===== src/rtl/vga_scanout_if.sv =====
// VRAM read port between the VGA scanout (master) and the CPU-side VRAM (slave).
// Timing: the master updates gpu_address on a pixel tick. The slave returns vram_out
// one clk later and holds it. There is no valid/ready pair: the contract is
// purely positional.
interface vga_scanout_if;
  logic [31:0] gpu_address;
  logic [7:0]  vram_out;

  modport master (output gpu_address, input  vram_out);
  modport slave  (input  gpu_address, output vram_out);
endinterface


===== src/rtl/vga_scanout.sv =====
// 640x480@60 VGA scanout: walks a centred IMG_W x IMG_H grayscale image out of VRAM
// and registers it to the DAC with sync/blank aligned one pixel tick behind the counters.
module vga_scanout #(
  parameter int H_ACTIVE = 640,
  parameter int H_FP     = 16,
  parameter int H_SYNC   = 96,
  parameter int H_BP     = 48,
  parameter int V_ACTIVE = 480,
  parameter int V_FP     = 10,
  parameter int V_SYNC   = 2,
  parameter int V_BP     = 33,
  parameter int IMG_W    = 300,
  parameter int IMG_H    = 300,
  parameter int IMG_X    = 170,
  parameter int IMG_Y    = 90,
  parameter logic [7:0] BORDER = 8'h00
) (
  input  logic                 clk,
  input  logic                 reset,
  input  logic                 pix_ce,
  vga_scanout_if.master        vram,
  output logic [7:0]           rgb_out,
  output logic                 hsync,
  output logic                 vsync,
  output logic                 blank_n,
  output logic                 frame_done
);

  localparam int H_TOTAL = H_ACTIVE + H_FP + H_SYNC + H_BP;
  localparam int V_TOTAL = V_ACTIVE + V_FP + V_SYNC + V_BP;

  localparam logic [15:0] H_LAST = 16'(H_TOTAL - 1);
  localparam logic [15:0] V_LAST = 16'(V_TOTAL - 1);
  localparam logic [15:0] H_ACT  = 16'(H_ACTIVE);
  localparam logic [15:0] V_ACT  = 16'(V_ACTIVE);
  localparam logic [15:0] HS_BEG = 16'(H_ACTIVE + H_FP);
  localparam logic [15:0] HS_END = 16'(H_ACTIVE + H_FP + H_SYNC);
  localparam logic [15:0] VS_BEG = 16'(V_ACTIVE + V_FP);
  localparam logic [15:0] VS_END = 16'(V_ACTIVE + V_FP + V_SYNC);
  localparam logic [15:0] IX0    = 16'(IMG_X);
  localparam logic [15:0] IX1    = 16'(IMG_X + IMG_W);
  localparam logic [15:0] IY0    = 16'(IMG_Y);
  localparam logic [15:0] IY1    = 16'(IMG_Y + IMG_H);
  localparam logic [16:0] A_LAST = 17'(IMG_W * IMG_H - 1);

  logic [15:0] r_h_cnt, r_v_cnt;
  logic [16:0] r_addr, r_addr_next;
  logic        r_s1_in_img, r_s1_blank_n, r_s1_hsync, r_s1_vsync, r_s1_last;
  logic        r_done_pend;

  logic        w_in_img, w_origin, w_blank_n, w_hsync, w_vsync;
  logic [16:0] w_addr_cur;

  assign w_in_img  = (r_h_cnt >= IX0) && (r_h_cnt < IX1) &&
                     (r_v_cnt >= IY0) && (r_v_cnt < IY1);
  assign w_origin  = (r_h_cnt == 16'd0) && (r_v_cnt == 16'd0);
  // The address walk restarts at the top-left of every frame, even if the image sits there.
  assign w_addr_cur = w_origin ? 17'd0 : r_addr_next;
  assign w_blank_n = (r_h_cnt < H_ACT) && (r_v_cnt < V_ACT);
  assign w_hsync   = !((r_h_cnt >= HS_BEG) && (r_h_cnt < HS_END));
  assign w_vsync   = !((r_v_cnt >= VS_BEG) && (r_v_cnt < VS_END));

  assign vram.gpu_address = {15'd0, r_addr};

  always_ff @(posedge clk or negedge reset) begin
    if (!reset) begin
      r_h_cnt <= 16'd0;
      r_v_cnt <= 16'd0;
    end else if (pix_ce) begin
      if (r_h_cnt == H_LAST) begin
        r_h_cnt <= 16'd0;
        r_v_cnt <= (r_v_cnt == V_LAST) ? 16'd0 : r_v_cnt + 16'd1;
      end else begin
        r_h_cnt <= r_h_cnt + 16'd1;
      end
    end
  end

  // Stage 0: issue the VRAM address and capture per-pixel flags for stage 1.
  always_ff @(posedge clk or negedge reset) begin
    if (!reset) begin
      r_addr       <= 17'd0;
      r_addr_next  <= 17'd0;
      r_s1_in_img  <= 1'b0;
      r_s1_blank_n <= 1'b0;
      r_s1_hsync   <= 1'b1;
      r_s1_vsync   <= 1'b1;
      r_s1_last    <= 1'b0;
    end else if (pix_ce) begin
      if (w_in_img) begin
        r_addr      <= w_addr_cur;
        r_addr_next <= w_addr_cur + 17'd1;
      end else if (w_origin) begin
        r_addr_next <= 17'd0;
      end
      r_s1_in_img  <= w_in_img;
      r_s1_blank_n <= w_blank_n;
      r_s1_hsync   <= w_hsync;
      r_s1_vsync   <= w_vsync;
      r_s1_last    <= w_in_img && (w_addr_cur == A_LAST);
    end
  end

  // Stage 1: vram_out has settled for the address issued on the previous tick.
  always_ff @(posedge clk or negedge reset) begin
    if (!reset) begin
      rgb_out <= 8'h00;
      hsync   <= 1'b1;
      vsync   <= 1'b1;
      blank_n <= 1'b0;
    end else if (pix_ce) begin
      rgb_out <= r_s1_in_img  ? vram.vram_out :
                 r_s1_blank_n ? BORDER        : 8'h00;
      hsync   <= r_s1_hsync;
      vsync   <= r_s1_vsync;
      blank_n <= r_s1_blank_n;
    end
  end

  always_ff @(posedge clk or negedge reset) begin
    if (!reset) begin
      r_done_pend <= 1'b0;
      frame_done  <= 1'b0;
    end else begin
      r_done_pend <= pix_ce && r_s1_last;
      frame_done  <= r_done_pend;
    end
  end

endmodule


===== src/flat_wrapper.sv =====
// flat-port wrapper written by rule: the top's interface ports become plain ports
module vga_scanout_flat 
#(
  parameter int H_ACTIVE = 640,
  parameter int H_FP     = 16,
  parameter int H_SYNC   = 96,
  parameter int H_BP     = 48,
  parameter int V_ACTIVE = 480,
  parameter int V_FP     = 10,
  parameter int V_SYNC   = 2,
  parameter int V_BP     = 33,
  parameter int IMG_W    = 300,
  parameter int IMG_H    = 300,
  parameter int IMG_X    = 170,
  parameter int IMG_Y    = 90,
  parameter logic [7:0] BORDER = 8'h00
)
  (clk, reset, pix_ce, rgb_out, hsync, vsync, blank_n, frame_done, vram_gpu_address, vram_vram_out);
  vga_scanout_if vram_i ();
  input  logic clk;
  input  logic reset;
  input  logic pix_ce;
  output logic [7:0] rgb_out;
  output logic hsync;
  output logic vsync;
  output logic blank_n;
  output logic frame_done;
  output wire logic [$bits(vram_i.gpu_address)-1:0] vram_gpu_address;
  input wire logic [$bits(vram_i.vram_out)-1:0] vram_vram_out;
  assign vram_gpu_address = vram_i.gpu_address;
  assign vram_i.vram_out = vram_vram_out;
  vga_scanout #(.H_ACTIVE(H_ACTIVE), .H_FP(H_FP), .H_SYNC(H_SYNC), .H_BP(H_BP), .V_ACTIVE(V_ACTIVE), .V_FP(V_FP), .V_SYNC(V_SYNC), .V_BP(V_BP), .IMG_W(IMG_W), .IMG_H(IMG_H), .IMG_X(IMG_X), .IMG_Y(IMG_Y), .BORDER(BORDER)) u_core (.clk(clk), .reset(reset), .pix_ce(pix_ce), .vram(vram_i), .rgb_out(rgb_out), .hsync(hsync), .vsync(vsync), .blank_n(blank_n), .frame_done(frame_done));
endmodule

===== config.mk =====
export PLATFORM = sky130hd
export DESIGN_NAME = vga_scanout_flat
export DESIGN_NICKNAME = d
export VERILOG_FILES = /design/src/rtl/vga_scanout_if.sv /design/src/rtl/vga_scanout.sv /design/src/flat_wrapper.sv
export SDC_FILE = /design/constraint.sdc
export NUM_CORES = 1
export LEC_CHECK = 0
export CAP_MARGIN = 20
export CORE_MARGIN = 5
export CORE_UTILIZATION = 28
export DETAILED_ROUTE_END_ITERATION = 8
export MAX_ROUTING_LAYER = met4
export PLACE_DENSITY = 0.51
export SLEW_MARGIN = 10
export SYNTH_ARGS = -nofsm -noshare
export SYNTH_HDL_FRONTEND = slang
export SYNTH_SLANG_ARGS = --single-unit

===== constraint.sdc =====
create_clock -name clk -period 4.5 [get_ports clk]
set_clock_uncertainty 0.15 [all_clocks]
set_input_delay 0.9 -clock clk [delete_from_list [all_inputs] [get_ports clk]]
set_output_delay 0.9 -clock clk [all_outputs]
set_load 0.02 [all_outputs]

Word-level counts from Yosys, hierarchy flattened
Index checks and enable logic that the tools add are counted.

Word-level logic and storage cells: 51. Register bits after elaboration: 84. Latch bits: 0. Output and inout bits: 44. Bits of input ports: 11. ROM bits: 0. Memories: 0. Memory bits (writable): 0.

Shifts and indexed selects: 0. Bitwise operators: 0. Add/sub/neg operators: 3. Order comparisons: 10. Equality and inequality tests: 3. Multipliers: 0. Reductions and logical operators: 15. Mux-type cells: 5. Div/mod/pow operators: 0.

Operators by type and width (number): $lt 16x9->1 const B (4); $mux 17 (2); $add 16x1->16 const B (2); $eq 16x10->1 const B (2); $logic_not 16->1 (2); $lt 16x10->1 const B (2); $mux 16 (2); $add 17x1->17 const B (1); $eq 17x17->1 const B (1); $ge 16x10->1 const B (1); $ge 16x7->1 const B (1); $ge 16x8->1 const B (1); $ge 16x9->1 const B (1); $logic_and 1x1->1 (9); $mux 8 (1); $reduce_and 2->1 (2); $logic_not 1->1 (2).

Logic depth before layout (Yosys ltp)
Gate-level depths: netlist of run 1.

Depth after elaboration: 5. Gate-level depth with buffers: 13. Depth with buffers taken out: 12.

Least setup slack after synthesis of run 1
OpenSTA, ideal clock, no wires.

Path kind: flip-flop to flip-flop. Start: reg u_core.r_h_cnt[0]. End: reg u_core.r_addr_next[14]. Stages on the path, launching flop included: 14. Arrival time: 2886 ps. Clock period less this slack: 3155 ps. Setup time: 119 ps. Setup slack: 1345 ps. Path buffers: 1. Data required time: 4231 ps. Cell sequence: dfrtp_1 > inv_1 > ha_1 > or4b_2 > nor4_1 > and4b_1 > nor2b_1 > ha_1 > nand3_1 > or2_2 > clkbuf_1 > nor4_1 > a32oi_1 > a21bo_2.

Cells in the longest elaborated chain, start to end: 5. Elaborated cells between the ends (all ways): 10. Those cells by class: 1 x add/sub; 2 x order compare; 2 x mux; 5 x reduce/logical.

Ends and longest elaborated chain: start: declaration (line vga_scanout.sv:46) `logic [15:0] r_h_cnt, r_v_cnt;`; start signal: assignment (line vga_scanout.sv:74) `r_h_cnt <= r_h_cnt + 16'd1;`; $logic_not 16->1 (line vga_scanout.sv:56) `assign w_origin = (r_h_cnt == 16'd0) && (r_v_cnt == 16'd0);`; $logic_and 1x1->1 (line vga_scanout.sv:56); $mux 17 (line vga_scanout.sv:58) `assign w_addr_cur = w_origin ? 17'd0 : r_addr_next;`; named net u_core.w_addr_cur[0] (line vga_scanout.sv:52) `logic [16:0] w_addr_cur;`; $add 17x1->17 (line vga_scanout.sv:92) `r_addr_next <= w_addr_cur + 17'd1;`; $mux 17 (line vga_scanout.sv:90) `if (w_in_img) begin`; end signal: assignment (line vga_scanout.sv:92); end: declaration (line vga_scanout.sv:47) `logic [16:0] r_addr, r_addr_next;`.

The timed path passes the listed nets, and every way through them passes these cells. A chain may end at the register's enable or synchronous reset.

Worst setup path after layout of run 1
Start: reg u_core.r_v_cnt[13]. End: reg u_core.r_addr_next[14].

Cells in the longest elaborated chain, start to end: 5. Elaborated cells between the ends (all ways): 9. Those cells by class: 1 x add/sub; 2 x order compare; 2 x mux; 4 x reduce/logical.

Ends and longest elaborated chain: start: declaration (line vga_scanout.sv:46); start signal: assignment (line vga_scanout.sv:72) `r_v_cnt <= (r_v_cnt == V_LAST) ? 16'd0 : r_v_cnt + 16'd1;`; $logic_not 16->1 (line vga_scanout.sv:56); $logic_and 1x1->1 (line vga_scanout.sv:56); $mux 17 (line vga_scanout.sv:58); named net u_core.w_addr_cur[1] (line vga_scanout.sv:52); $add 17x1->17 (line vga_scanout.sv:92); $mux 17 (line vga_scanout.sv:90).

The timed path passes the listed nets, and every way through them passes these cells.

==> metrics.cfg, run 1 <==
[run_status]
run_status=completed

[sta]
finalSetupViolations=0
period_minus_slack_ns=3.561
relSlewSlack_pct=29.26
finalWorstSetupSlack_ns=0.9389
fin_crit_sh_pct=79.14
hold_ws_ns=0.1994
setup_tns_ns=0
worst_pin_slew_ns=1.057
maxSlewViolCount=0
fmax_mhz=280.8
rsz0062_at_grt=no
hold_violations=0

[logic_synthesis]
synth_area_mm2=0.004653
synth_edf_count=0
async_flop_share_pct=100.0
ys.flop_type=dfrtp_1
ys_seq_area_share_pct=45.28
synth.distinct_cells=55
synth.avg_cell_area_um2=9.439
yosys_warnings=0
ys_ff_latch=84
syn-instance-count=493

[power]
powerDensity_mw_per_mm2=334.0
power.leakage_nw=2.422
peakVddDrop_v=0.0001810

[clock_network]
cts_root_buf=clkbuf_16
cts_setup_buffers=0
cts_sinks=84
cts_resized=0
cts_buffers=9
cts_tree=done
hold_buffers=0
clock_path_buffers=2
clock_latency_ns=0.35
h-tree-depth=3
cts.clk_slew.worst_paths_ns=0.06

[die]
core.rowCount=47
initial_core_util_pct=28.26
die_h_um=138.9
core-area_mm2=0.01647
ios=55
die_area_mm2=0.01930
die_w_um=138.9

[detailed_routing]
firstDrtPassIters=5
routed_wl_um=11280
wl_per_cell_um=15.28
antenna_left=0
via_per_inst=5.033
drtIter0Drc=230
vias=3714
drc=0

[placement]
gp_congestion=0.8586
placed_area_mm2=0.005165
place_hpwl_um=7935
io_buffers=39
place_ws_ns=0.9675

[finish]
final_cell_area_mm2=0.005517
insertedDiodeCount=0
areaGrowthSynthToFinish_pct=18.55
drive_above_1_share_pct=10.04
nets=530

[global_route]
track_usage_pct=12.25
grt_pass1_wl_um=18910
antenna_found_initial=0
grt_pass1_vias=3662
grt_max_degree=71
overflow=0

[setup_path]
endpoint_kind=register
cp-start-kind=register
worstPathArrival_ns=3.65
cp.required_ns=4.59
path_max_fanout=13
critPathKind=reg -> reg

[min_path]
hp-class=reg -> reg

[flow_run]
drv_cap=0

-- critical path: stages (launching register included) --
cell,delay [ns]
dfrtp_1,0.42
or4_4,0.61
nor4_4,0.60
and4b_1,0.45
nor2_1,0.10
ha_1,0.20
nand3_1,0.13
or2_2,0.22
nor4_1,0.11
a32oi_1,0.23
a21bo_2,0.23
-- layout by cell type, fill, tap and decap left out, types with 7 or more instances in the layout --
cell type | netlist | final
a21oi_1 | 7 | 7
a32oi_1 | 7 | 7
and2_1 | 7 | 7
and3_1 | 13 | 13
clkbuf_16 | 0 | 9
clkdlybuf4s50_1 | 0 | 38
conb_1 | 1 | 15
dfrtp_1 | 80 | 80
inv_1 | 32 | 32
mux2_2 | 10 | 10
mux2i_1 | 13 | 13
nand2_1 | 41 | 41
nand3_1 | 25 | 25
nand4_1 | 13 | 13
nor2_1 | 16 | 16
nor2b_1 | 10 | 10
nor3_1 | 20 | 20
nor4_1 | 11 | 11
o21ai_0 | 33 | 33
or3_1 | 7 | 7
xnor2_1 | 17 | 17
xor2_1 | 8 | 8
-- final timing paths --
| path | start | end | slack [ns] | cells past startpoint |
|---|---|---|---|---|
| hold / removal | u_core.r_done_pend$_DFF_PN0_ | u_core.frame_done$_DFF_PN0_ | 0.20 | 0 |
| setup reg to reg | u_core.r_v_cnt[13]$_DFFE_PN0P_ | u_core.r_addr_next[14]$_DFFE_PN0P_ | 0.94 | 10 |
| max in group asynchronous | reset | u_core.r_addr[5]$_DFFE_PN0P_ | 2.89 | 2 |
| setup / recovery | u_core.r_v_cnt[13]$_DFFE_PN0P_ | u_core.r_addr_next[14]$_DFFE_PN0P_ | 0.94 | 10 |
| hold reg to reg | u_core.r_done_pend$_DFF_PN0_ | u_core.frame_done$_DFF_PN0_ | 0.20 | 0 |
| min in group asynchronous | reset | u_core.r_v_cnt[12]$_DFFE_PN0P_ | 0.51 | 1 |
-- through the flow --
| stage | instances | total power, mW | util [%] |
|---|---|---|---|
| after floorplan | 507 | 0.9433 | - |
| after global placement | 722 | 0.9808 | 31.37 |
| after detailed placement | 722 | 0.9830 | 31.37 |
| after CTS | 738 | 1.862 | 33.50 |
| after global routing | 738 | 1.919 | 33.50 |
| final | 738 | 1.843 | 33.50 |
-- layout make-up --
type                       count  area (um^2)
fill                        1723        10950
sequential                    84         2107
tap                          220        275.3
timing repair buffer          44        425.4
multi-input combinational    342         2237
inverter                      32        120.1
clock inverter                 4        95.09
clock buffer                  12        256.5
-- routing by layer --
layer  global-route usage, %  vias up  routed length, um
li1                        -     1772                  -
met1                   15.05     1830               5002
met2                   19.89       89               5607
met3                   2.655       23                432
met4                   4.531        0                232
met5                       -        -                  0
-- where the power goes --
| part | internal (mW) | switching [mW] |
|---|---|---|
| combinational | 0.0558 | 0.0797 |
| sequential | 0.776 | 0.0572 |
| clock | 0.572 | 0.302 |
-- cells in the mapped netlist (8+ instances only) --
library cell | count | share of area, %
and3_1 | 13 | 1.7
buf_4 | 15 | 2.4
clkbuf_1 | 30 | 2.4
dfrtp_1 | 80 | 43
inv_1 | 32 | 2.6
mux2_2 | 10 | 2.4
mux2i_1 | 13 | 2.8
nand2_1 | 41 | 3.3
nand3_1 | 25 | 2.7
nand4_1 | 13 | 1.7
nor2_1 | 16 | 1.3
nor2b_1 | 10 | 1.3
nor3_1 | 20 | 2.2
nor4_1 | 11 | 1.5
o21ai_0 | 33 | 3.5
xnor2_1 | 17 | 3.2
xor2_1 | 8 | 1.5
-- flip-flops by register name (all words and copies together) (netlist names) --
register	cells
u_core.frame_done	1
u_core.r_s1_last	1
u_core.r_addr	17
u_core.r_s1_vsync	1
u_core.r_s1_blank_n	1
u_core.hsync	1
u_core.vsync	1
u_core.rgb_out	8
u_core.blank_n	1
u_core.r_v_cnt	16
u_core.r_s1_hsync	1
u_core.r_done_pend	1
u_core.r_s1_in_img	1
u_core.r_h_cnt	16
u_core.r_addr_next	17
-- logic make-up after synthesis --
logic type / after synthesis / share of synthesized area (%)
buffers and inverters: 81 / 7.771
xor gates and xnor gates: 25 / 4.706
other: 1 / 0.08059
muxes: 23 / 5.216
AOI/OAI and AO/OA: 72 / 10.11
DFF: 84 / 45.28
adders and majority gates: 6 / 1.613
and+or+nand+nor: 201 / 25.22
(Power assumes the default switching activity.)
==> inputs of run 2 (changes only) <==
- PLACE_DENSITY: 0.51 -> 0.52
- clock period: 4.5 -> 2.9 ns (I/O delays scaled with it)
==> metrics.cfg, run 2 (synthesis gave the netlist of run 1 again) <==
[placement]
gp_congestion=0.8804  ; +2.5%
io_buffers=39  ; unchanged
dp.cells=765  ; +6.0%
place_hpwl_um=8744  ; +10%

[setup_path]
cpMostUsedCell=ha_2
cp_cell_sequence=inv_2, ha_2, or4b_4, nor4_4, and4b_2, nor2_2, ha_2, nand3_2, buf_4, or4_1, a311oi_1, a32oi_1, o21ai_0
cp-start-kind=register
r2r_end=u_core.r_addr_next[12]$_DFFE_PN0P_
path_max_fanout=4  ; -9
slowest_stage=or4_1
worst_r2r_path_depth=13  ; +3
critPathKind=reg -> reg
cp.required_ns=3.02  ; -1.57 ns
crit_buf_inv=2  ; +2
endpoint_kind=register
worstPathArrival_ns=2.93  ; -0.72 ns
r2r_setup_slack_ns=0.09  ; -0.85 ns
critPathTopFamily=simple AND/OR/NAND/NOR gates
rr_startpoint=u_core.r_h_cnt[1]$_DFFE_PN0P_
critPathMaxStageDelay_ns=0.50  ; -0.11 ns

[sta]
fmax_mhz=355.9  ; +27%
relSlewSlack_pct=63.32  ; +34 points
hold_violations=0  ; unchanged
setup_tns_ns=0  ; unchanged
fin_crit_sh_pct=96.90  ; +18 points
period_minus_slack_ns=2.810  ; -0.7510 ns
finalSetupViolations=0  ; unchanged
worst_pin_slew_ns=0.5502  ; -0.5069 ns
maxSlewViolCount=0  ; unchanged
rsz0062_at_grt=yes
hold_ws_ns=0.06214  ; -0.1372 ns

[power]
power.leakage_nw=2.644  ; +9.2%
powerDensity_mw_per_mm2=483.2  ; +45%
total_power_mw=2.860  ; +55%
peakVddDrop_v=0.0002831  ; +56%

[die]
die_w_um=138.9  ; unchanged
die_h_um=138.9  ; unchanged
die_area_mm2=0.01930  ; unchanged
initial_core_util_pct=28.26  ; unchanged
core-area_mm2=0.01647  ; unchanged
ios=55  ; unchanged
core.rowCount=47  ; unchanged

[clock_network]
h-tree-depth=3  ; unchanged
cts_root_buf=clkbuf_16
cts_tree=done
cts_sinks=84  ; unchanged
clock_latency_ns=0.35  ; about the same
hold_buffers=0  ; unchanged
cts_buffers=9  ; unchanged
clock_path_buffers=2  ; unchanged
cts.clk_slew.worst_paths_ns=0.07  ; about the same

[finish]
fin_cells=784  ; +6.2%
drive_above_1_share_pct=19.50  ; +9.5 points
top_regs=u_core.r_addr (17), u_core.r_addr_next (17)
layout_commonest_cell=dfrtp_1
insertedDiodeCount=0  ; unchanged
nets=576  ; +8.7%
post-route-util_pct=35.95  ; +2.4 points
areaGrowthSynthToFinish_pct=27.21
layout_common_cells=dfrtp_1 (80), buf_4 (50), nand2_1 (41)

[flow_run]
drv_cap=0  ; unchanged

[detailed_routing]
routed_wl_um=11860  ; +5.2%
vias=3870  ; +4.2%
wl_per_cell_um=15.13  ; -0.96%
drc=0  ; unchanged
drtIter0Drc=209  ; -9.1%
via_per_inst=4.936  ; -1.9%
firstDrtPassIters=4  ; -1
antenna_left=0  ; unchanged

[global_route]
overflow=0  ; unchanged
antenna_found_initial=0  ; unchanged
grt_pass1_wl_um=19710  ; +4.2%
grt_pass1_vias=3880  ; +6.0%
track_usage_pct=12.77  ; +0.52 points
grt_max_degree=47  ; -34%

[min_path]
hp-class=in -> async

[run_status]
run_status=completed

==> run 2: cell types whose count changed in the layout (fill, tap and decap cells not counted), sizes merged <==
cell / before / now
buf: 6 / 52
bufinv: 3 / 2
clkbuf: 12 / 9
clkinvlp: 0 / 3
inv: 32 / 33
==> run 2: report_power, final <==
part | switching [mW] | total [mW] | internal, mW
clock network | 0.493 | 1.25 | 0.758
registers | 0.0244 | 1.23 | 1.21
logic | 0.226 | 0.379 | 0.153
==> run 2: per-stage QoR <==
step,area (um^2),worst slack [ns]
6_report,5919,0.08988
5_1_grt,5919,-0.0002085
4_1_cts,5881,0.05231
3_5_place_dp,5528,-0.02522
3_3_place_gp,5528,0.04695
2_1_floorplan,4731,0.003247
==> run 2: worst max path at each step <==
stage / cells past startpoint / end / start
3_3_place_gp: 12 / u_core.r_addr_next[14]$_DFFE_PN0P_ / u_core.r_h_cnt[0]$_DFFE_PN0P_
3_5_place_dp: 13 / u_core.r_addr_next[6]$_DFFE_PN0P_ / u_core.r_h_cnt[0]$_DFFE_PN0P_
4_1_cts: 13 / u_core.r_addr_next[12]$_DFFE_PN0P_ / u_core.r_h_cnt[1]$_DFFE_PN0P_
6_report: 13 / u_core.r_addr_next[12]$_DFFE_PN0P_ / u_core.r_h_cnt[1]$_DFFE_PN0P_
5_1_grt: 13 / u_core.r_addr_next[12]$_DFFE_PN0P_ / u_core.r_h_cnt[1]$_DFFE_PN0P_
2_1_floorplan: 13 / u_core.r_addr_next[14]$_DFFE_PN0P_ / u_core.r_h_cnt[1]$_DFFE_PN0P_
==> run 2: final cells by class <==
type	count	area, um^2
Fill cell	1681	10550
Tap cell	220	275.3
Sequential cell	84	2107
Timing Repair Buffer	90	795.8
Inverter	32	120.1
Clock inverter	7	100.1
Clock buffer	9	225.2
Multi-Input combinational cell	342	2296
==> run 2: what timing repair did <==
| item | in CTS | in global routing |
|---|---|---|
| resized for setup | 6 | 5 |
| endpoints found under the setup margin | 2 | 8 |
| setup buffers | 1 | 2 |
| pin swaps | 5 | 7 |
==> run 2: metal layers <==
layer / track usage (%) / vias to the layer above / routed length (um)
met1: 15.72 / 1911 / 5351
met4: 3.811 / 0 / 123
met3: 3.034 / 12 / 452
met2: 20.94 / 76 / 5935
met5: - / - / 0
li1: - / 1871 / -
